==> src/rtl/load_store_unit.sv <==
// Load/store unit for the MEM stage of the RV32I pipeline.
// Runs one Wishbone B4 classic single-beat data-bus cycle per memory
// instruction and holds the pipeline until the access finishes. The result
// is either a one-cycle completion pulse carrying formatted load data or a
// one-cycle exception pulse carrying the mcause code and faulting address.
module load_store_unit #(
    parameter int unsigned TIMEOUT_CYCLES = 255
) (
    input  logic        clk_i,
    input  logic        rst_i,
    input  logic        req_i,
    input  logic        we_i,
    input  logic [2:0]  funct3_i,
    input  logic [31:0] addr_i,
    input  logic [31:0] wdata_i,
    input  logic [4:0]  rd_i,
    output logic        stall_o,
    output logic        mem_ack_o,
    output logic [31:0] mem_dat_o,
    output logic [4:0]  mem_rd_o,
    output logic        excp_o,
    output logic [3:0]  excp_code_o,
    output logic [31:0] excp_addr_o,
    output logic [31:0] wbm_adr_o,
    output logic [31:0] wbm_dat_o,
    output logic [3:0]  wbm_sel_o,
    output logic        wbm_we_o,
    output logic        wbm_cyc_o,
    output logic        wbm_stb_o,
    input  logic [31:0] wbm_dat_i,
    input  logic        wbm_ack_i,
    input  logic        wbm_err_i
);

    typedef enum logic [1:0] {
        IDLE = 2'd0,
        BUS  = 2'd1,
        DONE = 2'd2,
        EXC  = 2'd3
    } state_t;

    // Internal access size: funct3 encodings 011/110/111 fall through to word.
    localparam logic [1:0] SIZE_BYTE = 2'd0;
    localparam logic [1:0] SIZE_HALF = 2'd1;
    localparam logic [1:0] SIZE_WORD = 2'd2;

    // The last BUS cycle (counter value) before the access is declared faulty.
    localparam logic [15:0] LAST_CNT = 16'(TIMEOUT_CYCLES - 1);

    // mcause codes.
    localparam logic [3:0] CODE_LOAD_MISALIGN  = 4'd4;
    localparam logic [3:0] CODE_LOAD_FAULT     = 4'd5;
    localparam logic [3:0] CODE_STORE_MISALIGN = 4'd6;
    localparam logic [3:0] CODE_STORE_FAULT    = 4'd7;

    state_t      state_q;
    logic [15:0] cnt_q;
    logic [1:0]  lane_q;
    logic [1:0]  size_q;
    logic        unsigned_q;
    logic [4:0]  rd_q;
    logic        store_q;

    logic        cyc_q;
    logic        stb_q;
    logic        we_q;
    logic [31:0] adr_q;
    logic [3:0]  sel_q;
    logic [31:0] wdat_q;
    logic        memAck_q;
    logic [31:0] memDat_q;
    logic [4:0]  memRd_q;
    logic        excp_q;
    logic [3:0]  excpCode_q;
    logic [31:0] excpAddr_q;

    logic [1:0]  size_d;
    logic        misaligned_d;
    logic [3:0]  sel_d;
    logic [31:0] wdat_d;
    logic [31:0] shifted_d;
    logic [31:0] loadData_d;

    // Decode the incoming request: size, alignment, byte lanes and replicated store data.
    always_comb begin
        size_d       = SIZE_WORD;
        misaligned_d = 1'b0;
        sel_d        = 4'b1111;
        wdat_d       = wdata_i;
        case (funct3_i[1:0])
            2'b00:   size_d = SIZE_BYTE;
            2'b01:   size_d = SIZE_HALF;
            default: size_d = SIZE_WORD;
        endcase
        case (size_d)
            SIZE_BYTE: begin
                sel_d  = 4'b0001 << addr_i[1:0];
                wdat_d = {4{wdata_i[7:0]}};
            end
            SIZE_HALF: begin
                misaligned_d = addr_i[0];
                sel_d        = 4'b0011 << {addr_i[1], 1'b0};
                wdat_d       = {2{wdata_i[15:0]}};
            end
            default: begin
                misaligned_d = (addr_i[1:0] != 2'b00);
                sel_d        = 4'b1111;
                wdat_d       = wdata_i;
            end
        endcase
    end

    // Pick the addressed lane out of the read word and extend it to 32 bits.
    always_comb begin
        shifted_d  = wbm_dat_i >> {lane_q, 3'b000};
        loadData_d = shifted_d;
        case (size_q)
            SIZE_BYTE: loadData_d = {{24{~unsigned_q & shifted_d[7]}}, shifted_d[7:0]};
            SIZE_HALF: loadData_d = {{16{~unsigned_q & shifted_d[15]}}, shifted_d[15:0]};
            default:   loadData_d = shifted_d;
        endcase
    end

    // Access sequencer: issues the bus cycle and produces the registered result pulses.
    always_ff @(posedge clk_i or posedge rst_i) begin
        if (rst_i) begin
            state_q    <= IDLE;
            cnt_q      <= '0;
            lane_q     <= '0;
            size_q     <= '0;
            unsigned_q <= 1'b0;
            rd_q       <= '0;
            store_q    <= 1'b0;
            cyc_q      <= 1'b0;
            stb_q      <= 1'b0;
            we_q       <= 1'b0;
            adr_q      <= '0;
            sel_q      <= '0;
            wdat_q     <= '0;
            memAck_q   <= 1'b0;
            memDat_q   <= '0;
            memRd_q    <= '0;
            excp_q     <= 1'b0;
            excpCode_q <= '0;
            excpAddr_q <= '0;
        end else begin
            memAck_q   <= 1'b0;
            memDat_q   <= '0;
            memRd_q    <= '0;
            excp_q     <= 1'b0;
            excpCode_q <= '0;
            excpAddr_q <= '0;
            case (state_q)
                IDLE: begin
                    if (req_i) begin
                        if (misaligned_d) begin
                            state_q    <= EXC;
                            excp_q     <= 1'b1;
                            excpCode_q <= we_i ? CODE_STORE_MISALIGN : CODE_LOAD_MISALIGN;
                            excpAddr_q <= addr_i;
                        end else begin
                            state_q    <= BUS;
                            cnt_q      <= '0;
                            cyc_q      <= 1'b1;
                            stb_q      <= 1'b1;
                            we_q       <= we_i;
                            adr_q      <= {addr_i[31:2], 2'b00};
                            sel_q      <= sel_d;
                            wdat_q     <= wdat_d;
                            lane_q     <= addr_i[1:0];
                            size_q     <= size_d;
                            unsigned_q <= funct3_i[2];
                            rd_q       <= rd_i;
                            store_q    <= we_i;
                        end
                    end
                end
                BUS: begin
                    cnt_q <= cnt_q + 16'd1;
                    if (wbm_err_i) begin
                        state_q    <= EXC;
                        cyc_q      <= 1'b0;
                        stb_q      <= 1'b0;
                        excp_q     <= 1'b1;
                        excpCode_q <= store_q ? CODE_STORE_FAULT : CODE_LOAD_FAULT;
                        excpAddr_q <= {adr_q[31:2], lane_q};
                    end else if (wbm_ack_i) begin
                        state_q  <= DONE;
                        cyc_q    <= 1'b0;
                        stb_q    <= 1'b0;
                        memAck_q <= 1'b1;
                        memDat_q <= store_q ? 32'd0 : loadData_d;
                        memRd_q  <= store_q ? 5'd0 : rd_q;
                    end else if (cnt_q == LAST_CNT) begin
                        state_q    <= EXC;
                        cyc_q      <= 1'b0;
                        stb_q      <= 1'b0;
                        excp_q     <= 1'b1;
                        excpCode_q <= store_q ? CODE_STORE_FAULT : CODE_LOAD_FAULT;
                        excpAddr_q <= {adr_q[31:2], lane_q};
                    end
                end
                DONE: begin
                    state_q <= IDLE;
                end
                EXC: begin
                    state_q <= IDLE;
                end
                default: begin
                    state_q <= IDLE;
                end
            endcase
        end
    end

    // Stall while a request waits to be issued or a bus cycle is in flight.
    always_comb begin
        stall_o = ((state_q == IDLE) && req_i) || (state_q == BUS);
    end

    assign mem_ack_o   = memAck_q;
    assign mem_dat_o   = memDat_q;
    assign mem_rd_o    = memRd_q;
    assign excp_o      = excp_q;
    assign excp_code_o = excpCode_q;
    assign excp_addr_o = excpAddr_q;
    assign wbm_adr_o   = adr_q;
    assign wbm_dat_o   = wdat_q;
    assign wbm_sel_o   = sel_q;
    assign wbm_we_o    = we_q;
    assign wbm_cyc_o   = cyc_q;
    assign wbm_stb_o   = stb_q;

endmodule
==> config.mk <==
export PLATFORM = sky130hd
export DESIGN_NAME = load_store_unit
export DESIGN_NICKNAME = d
export VERILOG_FILES = /design/src/rtl/load_store_unit.sv
export SDC_FILE = /design/constraint.sdc
export NUM_CORES = 1
export LEC_CHECK = 0
export ABC_AREA = 1
export CELL_PAD_IN_SITES_DETAIL_PLACEMENT = 1
export CELL_PAD_IN_SITES_GLOBAL_PLACEMENT = 1
export CORE_ASPECT_RATIO = 1.5
export CORE_MARGIN = 2
export CORE_UTILIZATION = 30
export DETAILED_ROUTE_END_ITERATION = 8
export GPL_TIMING_DRIVEN = 0
export PLACE_DENSITY_LB_ADDON = 0.08
export RECOVER_POWER = 25
export SYNTH_ARGS = -nofsm -noshare
export SYNTH_HDL_FRONTEND = slang
export SYNTH_SLANG_ARGS = --single-unit
==> constraint.sdc <==
create_clock -name clk_i -period 4.9 [get_ports clk_i]
set_clock_uncertainty 0.2 [all_clocks]
set_input_delay 0.49 -clock clk_i [delete_from_list [all_inputs] [get_ports clk_i]]
set_output_delay 0.49 -clock clk_i [all_outputs]
set_load 0.1 [all_outputs]
==> metrics.md, run 1 <==
| Metric | Value |
|---|---|
| Status | `complete, but fails checks` |
| Failing checks | `capacitance limit, slew limit` |
| Max Clk Rate | `318 MHz` |
| Cell Pwr Density | `804 mW/mm²` |
| Hold slack | `271 ps` |
| Mean Syn Cell Area | `8.24 µm²` |
| Max Root-Sink Buffers | `2` |
| Remaining antenna violation count after routing | `0` |
| Postcts setup bufs | `0` |
| Most common cell in the synthesized netlist | `nand2_1` |
| Synth top area cells | `dfrtp_1 55%, nand2_1 19%, o21ai_0 4.5%` |
| Post-synthesis sequential area ratio | `between 50% and 60%` |
| Via/cell ratio | `4.62` |
| FF/Latch Area | `about 0.0043 mm²` |
| Ys async rst share | `100%` |
| Initial cell density of the core | `a little under a third` |
| Initial antenna violation count | `1` |
| Post-synth top flop | `dfrtp_1` |
| Input/output buffers | `252` |
| Number of synthesized register bits | `170` |
| DRT iter0 DRCs | `208` |
| Mapped cell area | `0.00768 mm²` |
| Hold_buf cts | `0` |
| IO Count | `257` |
| Top cells by instance count after synthesis | `384 x nand2_1, 170 x dfrtp_1, 69 x o21ai_0` |
| TritonCTS Buffers | `17` |
| Share of cells above drive strength 1 | `8.09%` |
| Most used cell, CP | `buf_12` |
| Final HPWL DP | `between 20000 and 25000 µm` |
| Worst skew pair latency | `440 ps` |
| Antenna Cells | `0` |
| Area leader, netlist | `dfrtp_1` |
| # rows | `between 70 and 80` |
| Drt first pass iters | `4` |
| Final period util | `64.3%` |
| Fill cells | `2965` |
| Final slew viol count | `24` |
| Slowest CP cell | `clkbuf_1` |
| P_leak | `5.46 nW` |
| Crit Path Class | `primary input to asynchronous set/reset pin` |
| Period minus WS final | `3150 ps` |
| Core box area | `0.0251 mm²` |
| Routability congestion estimate | `a little over 0.8` |
| All-Layer GR Usage | `20.6%` |
| CP startpoint kind | `primary input` |
| Worst-path fanout max | `38` |
| Syn Inst Count | `932` |
| Final net count | `about 1.3k` |
| DRT Wirelength | `26800 µm` |
| Post-synth top area share | `~55%` |
| Remaining Overflow, GRT | `0` |
| Die width | `135 µm` |
| Worst path cell trace | `dlygate4sd3_1 -> clkinvlp_2 -> clkbuf_1 -> buf_12 -> buf_12 -> buf_12` |
| Sink Count | `170` |
| CP max stage delay | `~1200 ps` |
| DRC violations left | `0` |
| H-Tree Depth | `4` |
| Distinct cells, synth | `33` |
| Synth warn | `0` |
| Total power | `9.07 mW` |
| Number of synthesized flops with an enable pin | `0` |
| Total negative setup slack | `0 ps` |
| Largest net degree at the start of global routing | `40` |
| Worst path required time | `5330 ps` |
| Slew headroom | `-0.823%` |
| CTS tree | `done` |
| Number of global-route vias before repair | `roughly 7.6k` |
| Global-route wire length before repair | `42200 µm` |
| VDD IR max | `0.000555 V` |
| RSZ-0062 raised after global routing | `no` |
| Via count | `7172` |
| Worst min-delay path class | `register to register` |
| Clk root buf | `clkbuf_16` |
| Avg WL per Cell | `17.3 µm` |
| Area grow syn2layout | `46.9%` |
| Multi-input logic area | `0.00286 mm²` |
| Final Hold Viols | `0` |
| Least-Margin Pin Slew | `1510 ps` |
| Worst-path clk slew | `70 ps` |
| CTS resizes | `0` |
| Die height | `200 µm` |
| Die ar. | `roughly 0.027 mm²` |
| Endpoints failing setup | `0` |
| Max_cap viols | `1` |
| Critical Path AT | `3580 ps` |
| Worst Setup End Kind | `asynchronous set/reset pin` |
-- state kept, by name, indices dropped and copies added (netlist names) --
name	cells
cnt_q	16
excp_addr_o	32
excp_code_o	3
excp_o	1
lane_q	2
mem_ack_o	1
mem_dat_o	32
mem_rd_o	5
rd_q	5
size_q	2
state_q	2
unsigned_q	1
wbm_adr_o	30
wbm_dat_o	32
wbm_sel_o	4
wbm_stb_o	1
wbm_we_o	1
-- critical path: cells and delay by family --
kind	cells	cell delay, ps
buf+inv	6	3040
-- placed cells by master (no fill, tap or decap), types with 3 or more instances in the layout --
cell type	instances
o21ai_0	69
nand2_1	384
o21ai_2	18
conb_1	3
o31ai_1	7
a21oi_1	29
inv_1	64
clkinv_4	3
inv_6	5
dfrtp_1	170
nand3_1	49
nor2_1	54
nand2_2	4
buf_12	4
clkbuf_16	17
clkdlybuf4s50_1	250
xor2_1	4
clkbuf_1	18
buf_2	13
buf_6	12
nand4_1	6
buf_4	4
nor3_1	5
-- final timing paths --
check	startpoint	to	slack (ps)	depth (start not counted)
min in group asynchronous	rst_i	cnt_q[3]	460	2
worst min-delay path	wbm_dat_o[17]	wbm_dat_o[17]	270	2
max in group clk_i	req_i	stall_o	1810	4
worst max register to register	state_q[1]	excp_addr_o[21]	2470	9
worst min register to register	wbm_dat_o[17]	wbm_dat_o[17]	270	2
worst max-delay path	rst_i	wbm_adr_o[18]	1750	6
-- through the flow --
stage / cell area (µm²) / utilization [%] / worst slack, ps / std cells
finish: 11300 / 44.9 / 1750 / 1551
global route: 11300 / 44.9 / 1330 / 1551
CTS: 11300 / 45.0 / 1800 / 1551
detailed placement: 10700 / 42.7 / 1810 / 1519
global placement: 10600 / 42.3 / 325 / 1514
floorplan: 7690 / - / 1880 / 934
-- power by group --
part	leakage [nW]	switching [mW]	internal (mW)	total (mW)
combinational	2.95	4.29	1.28	5.57
sequential	2.22	0.274	1.86	2.13
clock	0.283	0.623	0.740	1.36
total	5.46	5.19	3.88	9.07
-- final cells by class --
| type | instances | area share, % |
|---|---|---|
| inverters | 69 | 2.37 |
| well taps | 328 | 3.64 |
| multi-input cells | 647 | 25.4 |
| repair buffers | 257 | 23.1 |
| flip-flops and latches | 170 | 37.7 |
| clock inverters | 13 | 1.16 |
| clock buffers | 19 | 4.01 |
| plain buffers | 48 | 2.68 |
-- cell families after synthesis --
group | after synthesis | share of synthesized area [%]
other | 1 | 0.0488
adder cells (fa/ha/maj) | 2 | 0.326
XOR/XNOR | 4 | 0.456
buffers and inverters | 117 | 7.46
AO/OA/AOI/OAI | 128 | 9.59
AND/OR/NAND/NOR | 510 | 26.7
flip-flops | 170 | 55.4
-- metal layers --
metal | routed length [µm] | GRT usage [%] | vias up
met3 | 1500 | 5.71 | 40
met1 | 10200 | 22.1 | 3454
li1 | - | - | 3484
met4 | 762 | 8.15 | 0
met5 | 0 | 0 | -
met2 | 14300 | 38.0 | 194
Power figures use the tool's default switching activity.
==> run 2: changes to the inputs <==
==> constraint.sdc (replaced) <==
create_clock -name clk_i -period 2.55 [get_ports clk_i]
set_clock_uncertainty 0.2 [all_clocks]
set_input_delay 0.255 -clock clk_i [delete_from_list [all_inputs] [get_ports clk_i]]
set_output_delay 0.255 -clock clk_i [all_outputs]
set_load 0.1 [all_outputs]
==> metrics.md, run 2 (synthesis gave the netlist of run 1 again) <==
| Metric | Value |
|---|---|
| Status | `finished clean (was complete, but fails checks)` |
| Avg WL per Cell | `17.3 µm (about the same)` |
| Most common cell after layout, fill and taps aside | `nand2_1 (unchanged)` |
| Worst skew pair latency | `440 ps (about the same)` |
| CTS tree | `done (unchanged)` |
| Die width | `135 µm (unchanged)` |
| Setup crit end | `wbm_cyc_o (was wbm_adr_o[18])` |
| Final period util | `between 90% and 100%` |
| Reg-to-reg endpoint | `excp_addr_o[18] (was excp_addr_o[21])` |
| Worst path cell trace | `clkdlybuf4s50_1 (was dlygate4sd3_1 -> clkinvlp_2 -> clkbuf_1 -> buf_12 -> buf_12 -> buf_12)` |
| Worst Path Buf+Inv | `1 (was 6)` |
| Via/cell ratio | `4.60 (was 4.62)` |
| H-Tree Depth | `4 (unchanged)` |
| Cell Pwr Density | `1550 mW/mm² (was 804 mW/mm²)` |
| Final Hold Viols | `0 (unchanged)` |
| # rows | `71 (unchanged)` |
| Global-route wire length before repair | `41600 µm (was 42200 µm)` |
| DRC violations left | `0 (unchanged)` |
| Design area | `0.0113 mm² (about the same)` |
| Slowest CP cell | `clkdlybuf4s50_1 (was clkbuf_1)` |
| Multi-input logic area | `0.00287 mm² (was 0.00286 mm²)` |
| RSZ-0062 raised after global routing | `no (unchanged)` |
| Reg2Reg Setup Slack | `410 ps (was 2470 ps)` |
| Drt first pass iters | `6 (was 4)` |
| Crit path max-delay family | `buffers and inverters (unchanged)` |
| Worst min-delay path class | `primary input to register (was register to register)` |
| Input/output buffers | `252 (unchanged)` |
| Worst-path fanout max | `3 (was 38)` |
| Max Clk Rate | `402 MHz` |
| Worst Setup End Kind | `output port (was asynchronous set/reset pin)` |
| Clk root buf | `clkbuf_16 (unchanged)` |
| Area grow syn2layout | `47.2% (was 46.9%)` |
| IO Count | `257 (unchanged)` |
| Crit path depth | `1 (was 6)` |
| Sink Count | `170 (unchanged)` |
| TritonCTS Buffers | `17 (unchanged)` |
| FF-to-FF Start | `cnt_q[0] (was state_q[1])` |
| FF/Latch Area | `0.00425 mm² (unchanged)` |
| Postcts setup bufs | `0 (unchanged)` |
| CP max stage delay | `1160 ps (about the same)` |
| Largest net degree at the start of global routing | `41 (was 40)` |
| Remaining antenna violation count after routing | `0 (unchanged)` |
| Die ar. | `0.0269 mm² (unchanged)` |
| Initial antenna violation count | `1 (unchanged)` |
| CP startpoint kind | `register (was primary input)` |
| Final HPWL DP | `20500 µm (about the same)` |
| CTS resizes | `2 (was 0)` |
| Placed instance area | `0.0107 mm² (about the same)` |
| All-Layer GR Usage | `20.3% (was 20.6%)` |
| VDD IR max | `0.000806 V (was 0.000555 V)` |
| Core box area | `0.0251 mm² (unchanged)` |
| Fill cells | `2989 (was 2965)` |
| Die height | `200 µm (unchanged)` |
| Final slew viol count | `0 (was 24)` |
| DRT Wirelength | `26800 µm (about the same)` |
| Most frequent cells in the layout | `384 x nand2_1, 249 x clkdlybuf4s50_1, 170 x dfrtp_1, 69 x o21ai_0, 63 x inv_1 (was 384 x nand2_1, 250 x clkdlybuf4s50_1, 170 x dfrtp_1, 69 x o21ai_0, 64 x inv_1)` |
| Remaining Overflow, GRT | `0 (unchanged)` |
| Initial cell density of the core | `30.6% (unchanged)` |
| Max_cap viols | `0 (was 1)` |
| Max Root-Sink Buffers | `2 (unchanged)` |
| Hold_buf cts | `0 (unchanged)` |
| Least-Margin Pin Slew | `1150 ps (was 1510 ps)` |
| Via count | `7131 (was 7172)` |
| Total negative setup slack | `0 ps (unchanged)` |
| Final net count | `1321 (was 1322)` |
| P_leak | `5.48 nW (was 5.46 nW)` |
| Crit Path Class | `register to output port (was primary input to asynchronous set/reset pin)` |
| Period minus WS final | `around 2500 ps` |
| Worst-path clk slew | `70 ps (about the same)` |
| Share of cells above drive strength 1 | `8.27% (was 8.09%)` |
| Cell depth of the worst flop-to-flop path | `11 (was 9)` |
| Routability congestion estimate | `0.825 (was 0.813)` |
| DRT iter0 DRCs | `254 (was 208)` |
| Crit path from | `wbm_stb_o (was rst_i)` |
| Worst path required time | `2100 ps (was 5330 ps)` |
| Endpoints failing setup | `0 (unchanged)` |
| Number of global-route vias before repair | `7474 (was 7639)` |
| Critical Path AT | `2030 ps (was 3580 ps)` |
| Slew headroom | `22.9% (was -0.823%)` |
[run 2: power by group]
part | internal (mW) | switching (mW)
sequential | 3.58 | 0.533
combinational | 2.46 | 8.24
clock | 1.57 | 1.21
[run 2: worst min-delay path by stage]
| stage | from | endpoint | slack (ps) | cells past startpoint |
|---|---|---|---|---|
| 2_1_floorplan | wbm_err_i | mem_ack_o | 140 | 1 |
| 3_3_place_gp | wbm_dat_o[23] | wbm_dat_o[23] | 250 | 2 |
| 3_5_place_dp | wbm_dat_o[15] | wbm_dat_o[15] | 260 | 2 |
| 4_1_cts | rst_i | mem_rd_o[2] | 40 | 2 |
| 5_1_grt | funct3_i[1] | wbm_dat_o[15] | 100 | 6 |
| 6_report | funct3_i[1] | wbm_dat_o[15] | 70 | 6 |
[run 2: area by class of cell]
type                    count  area share (%)
flip-flops and latches    170            37.6
multi-input cells         647            25.3
repair buffers            256            22.9
clock buffers              18            3.80
well taps                 328            3.63
plain buffers              48            2.71
inverters                  69            2.37
clock inverters            14            1.64
diodes                      1          0.0221
[run 2: worst reg2reg max path: stages (launching register included)]
cell and delay [ps]:
dfrtp_1 470, inv_1 80, ha_1 200, nand2_1 60, nor2_1 40, nand2_1 100, nand2_1 60, nand2_1 320
inv_2 200, buf_6 190, nand2_1 70, nand2_1 50
[run 2: metal layers]
| metal | global-route usage, % | wire length [µm] |
|---|---|---|
| met5 | 0 | 0 |
| met4 | 6.78 | 558 |
| met3 | 4.85 | 1300 |
| met1 | 23.0 | 10700 |
| met2 | 37.1 | 14300 |
[run 2: through the flow]
stage	util [%]	hold WS, ps	power, mW	setup slack [ps]	instances
final	45.0	72.6	17.6	63.9	1551
after global routing	45.0	103	18.5	19.4	1550
after CTS	45.0	36.2	17.8	57.0	1550
after detailed placement	42.6	257	15.0	-146	1518
after global placement	42.3	254	14.9	-1760	1514
after floorplan	-	137	12.0	-73.7	934
==> run 3: changes to the inputs <==
--- a/config.mk
+++ b/config.mk
@@ -5,12 +5,11 @@
 export SDC_FILE = /design/constraint.sdc
 export NUM_CORES = 1
 export LEC_CHECK = 0
-export ABC_AREA = 1
 export CELL_PAD_IN_SITES_DETAIL_PLACEMENT = 1
 export CELL_PAD_IN_SITES_GLOBAL_PLACEMENT = 1
 export CORE_ASPECT_RATIO = 1.5
 export CORE_MARGIN = 2
-export CORE_UTILIZATION = 30
+export CORE_UTILIZATION = 31
 export DETAILED_ROUTE_END_ITERATION = 8
 export GPL_TIMING_DRIVEN = 0
 export PLACE_DENSITY_LB_ADDON = 0.08
==> metrics.md, run 3 <==
| Metric | Value |
|---|---|
| Worst path cell trace | `clkdlybuf4s50_1 (unchanged)` |
| IO Count | `257 (unchanged)` |
| Core box area | `0.0231 mm² (was 0.0251 mm²)` |
| Via/cell ratio | `4.75 (was 4.60)` |
| Area grow syn2layout | `49.2% (was 47.2%)` |
| Syn Inst Count | `716 (was 932)` |
| All-Layer GR Usage | `19.9% (was 20.3%)` |
| Via count | `6276 (was 7131)` |
| Avg WL per Cell | `18.2 µm (was 17.3 µm)` |
| Reg2Reg Setup Slack | `230 ps (was 410 ps)` |
| Input/output buffers | `253 (was 252)` |
| Least-Margin Pin Slew | `1230 ps (was 1150 ps)` |
| Most common cell in the synthesized netlist | `nand2_1 (unchanged)` |
| Crit path max-delay family | `buffers and inverters (unchanged)` |
| Global-route wire length before repair | `37600 µm (was 41600 µm)` |
| Fin util | `47.2% (was 45.0%)` |
| Worst path required time | `2100 ps (about the same)` |
| Distinct cells, synth | `49 (was 33)` |
| Status | `finished clean (unchanged)` |
| Die height | `192 µm (was 200 µm)` |
| Worst min-delay path class | `primary input to register (unchanged)` |
| DRT Wirelength | `24000 µm (was 26800 µm)` |
| Number of global-route vias before repair | `6698 (was 7474)` |
| FF-to-FF Start | `state_q[0] (was cnt_q[0])` |
| Design area | `0.0109 mm² (was 0.0113 mm²)` |
| Endpoint of the worst hold path | `rd_q[4] (was wbm_dat_o[15])` |
| Final net count | `1106 (was 1321)` |
| Area leader, netlist | `dfrtp_1 (unchanged)` |
| CP startpoint kind | `register (unchanged)` |
| TritonCTS Buffers | `17 (unchanged)` |
| Critical Path AT | `2020 ps (was 2030 ps)` |
| Top Metal Used | `met4 (unchanged)` |
| Share of cells above drive strength 1 | `6.67% (was 8.27%)` |
| DRT iter0 DRCs | `216 (was 254)` |
| Slew headroom | `17.7% (was 22.9%)` |
| Post-synth top area share | `58.3% (was 55.4%)` |
| Final setup margin | `73.2 ps (was 63.9 ps)` |
| Antenna Cells | `0 (was 1)` |
| Hold_buf cts | `0 (unchanged)` |
| Die width | `129 µm (was 135 µm)` |
| Mapped cell area | `0.00730 mm² (was 0.00768 mm²)` |
| Post-synth top flop | `dfrtp_1 (unchanged)` |
| Synth top area cells | `dfrtp_1 58%, nand2_1 9.7%, mux2i_1 5.6% (was dfrtp_1 55%, nand2_1 19%, o21ai_0 4.5%)` |
| DR WL met2 | `12700 µm (was 14300 µm)` |
| Reg-to-reg endpoint | `excp_addr_o[3] (was excp_addr_o[18])` |
| Largest net degree at the start of global routing | `42 (was 41)` |
| P_leak | `4.91 nW (was 5.48 nW)` |
| Hold Startpoint | `rd_i[4] (was funct3_i[1])` |
| Final period util | `97.1% (was 97.5%)` |
| Ys async rst share | `100% (unchanged)` |
| Max_cap viols | `0 (unchanged)` |
| Post-synthesis sequential area ratio | `58.3% (was 55.4%)` |
| Cell depth of the worst flop-to-flop path | `4 (was 11)` |
| Final HPWL DP | `18300 µm (was 20500 µm)` |
| Drt first pass iters | `4 (was 6)` |
| Placed instance area | `0.0103 mm² (was 0.0107 mm²)` |
| Period minus WS final | `2480 ps (was 2490 ps)` |
| Remaining Overflow, GRT | `0 (unchanged)` |
| Worst-path fanout max | `3 (unchanged)` |
| Endpoints failing setup | `0 (unchanged)` |
| Clk root buf | `clkbuf_16 (unchanged)` |
| Remaining antenna violation count after routing | `0 (unchanged)` |
| M1 WL | `9360 µm (was 10700 µm)` |
| Top cells by instance count after synthesis | `189 x nand2_1, 170 x dfrtp_1, 61 x o21ai_0 (was 384 x nand2_1, 170 x dfrtp_1, 69 x o21ai_0)` |
| Routability congestion estimate | `0.776 (was 0.825)` |
| Cell Pwr Density | `1450 mW/mm² (was 1550 mW/mm²)` |
| Most frequent cells in the layout | `249 x clkdlybuf4s50_1, 189 x nand2_1, 170 x dfrtp_1, 61 x o21ai_0, 41 x mux2i_1 (was 384 x nand2_1, 249 x clkdlybuf4s50_1, 170 x dfrtp_1, 69 x o21ai_0, 63 x inv_1)` |
| # rows | `68 (was 71)` |
| Worst Setup End Kind | `output port (unchanged)` |
| Number of synthesized register bits | `170 (unchanged)` |
| CP max stage delay | `1210 ps (was 1160 ps)` |
| Final slew viol count | `0 (unchanged)` |
| Synth warn | `0 (unchanged)` |
| Most common cell after layout, fill and taps aside | `clkdlybuf4s50_1 (was nand2_1)` |
| RSZ-0062 raised after global routing | `yes (was no)` |
| Hold Path Cell Cnt | `3 (was 6)` |
| Mean Syn Cell Area | `10.2 µm² (was 8.24 µm²)` |
| Max Clk Rate | `404 MHz (was 402 MHz)` |
| Initial cell density of the core | `31.7% (was 30.6%)` |
| Max Root-Sink Buffers | `2 (unchanged)` |
| DRC violations left | `0 (unchanged)` |
| Met3 WL | `1500 µm (was 1300 µm)` |
| VDD IR max | `0.000947 V (was 0.000806 V)` |
| Sink Count | `170 (unchanged)` |
| Die ar. | `0.0248 mm² (was 0.0269 mm²)` |
| H-Tree Depth | `4 (unchanged)` |
| Crit Path Class | `register to output port (unchanged)` |
| Initial antenna violation count | `0 (was 1)` |
| Worst Path Buf+Inv | `1 (unchanged)` |
| Slowest CP cell | `clkdlybuf4s50_1 (unchanged)` |
| Worst skew pair latency | `440 ps (about the same)` |
| Worst-path clk slew | `60 ps (was 70 ps)` |
| CTS tree | `done (unchanged)` |
| Final Hold Viols | `0 (unchanged)` |
| Number of synthesized flops with an enable pin | `0 (unchanged)` |
| DP Worst Slack | `-385 ps (was -146 ps)` |
## run 3: changes by cell type in the layout (fill, tap and decap cells not counted), sizes merged, moves of 32 or more
cell   previous run  this run
nand3            50         4
nand2           389       189
a22o              0        34
mux2i             0        41
inv              73        10
nor2             56        24
## run 3: what timing repair did
| item | 4_1_cts | 5_1_grt |
|---|---|---|
| gates resized for setup | 4 | 7 |
| buffers inserted | 0 | 0 |
| setup endpoints to repair | 23 | 30 |
## run 3: worst max-delay path by stage
stage                   from       endpoint  slack (ps)  depth (start not counted)
6_report       wbm_adr_o[21]  wbm_adr_o[21]          70                          1
5_1_grt            addr_i[1]        rd_q[2]         -30                          7
4_1_cts           state_q[1]        stall_o          30                          2
3_5_place_dp       addr_i[0]  wbm_adr_o[30]        -380                          7
3_3_place_gp           rst_i  wbm_dat_o[19]       -1730                          2
2_1_floorplan          rst_i       cnt_q[0]         -70                          1
## run 3: final cells by class
cell class                      count  area, µm²
Buffer                             50        274
Fill cell                        2579      12200
Clock inverter                      9        124
Sequential cell                   170       4250
Multi-Input combinational cell    487       2760
Inverter                           11       42.5
Tap cell                          315        394
Timing Repair Buffer              257       2590
Clock buffer                       21        450
## run 3: worst reg2reg max path, cell delays in order, from the launching register on
cell	delay [ps]
dfrtp_1	460
nor3b_1	350
nor3b_4	560
clkbuf_1	470
a22o_1	220
## run 3: where the power goes
| group | switching (mW) | leakage (nW) | internal, mW |
|---|---|---|---|
| Clock | 1.07 | 0.286 | 1.55 |
| Sequential | 0.524 | 2.23 | 3.52 |
| Combinational | 7.07 | 2.39 | 2.10 |
| Total | 8.67 | 4.91 | 7.16 |
## run 3: logic make-up after synthesis
| logic type | share of synthesized area [%] |
|---|---|
| AOI/OAI and AO/OA | 13.7 |
| adders and majority gates | 0.343 |
| muxes | 5.93 |
| other | 0.0514 |
| and+or+nand+nor | 17.3 |
| DFF | 58.3 |
| buffers and inverters | 4.30 |
| xor gates and xnor gates | 0.120 |
## run 3: per-layer routing
layer  GRT usage (%)  vias to the layer above
li1                -                     2990
met1            22.1                     3093
met2            36.1                      165
met3            5.74                       28
met4            6.48                        0
met5               0                        -
## run 3: metrics by stage
| stage | hold WS [ps] | total power, mW | cells | setup TNS (ps) |
|---|---|---|---|---|
| 6_report | 146 | 15.8 | 1320 | 0 |
| 3_5_place_dp | 258 | 13.3 | 1290 | -22740 |
| 5_1_grt | 154 | 16.5 | 1320 | -52.9 |
| 4_1_cts | 53.8 | 16.0 | 1320 | 0 |
| 2_1_floorplan | 160 | 10.9 | 718 | -12530 |
| 3_3_place_gp | 249 | 13.2 | 1286 | -314250 |
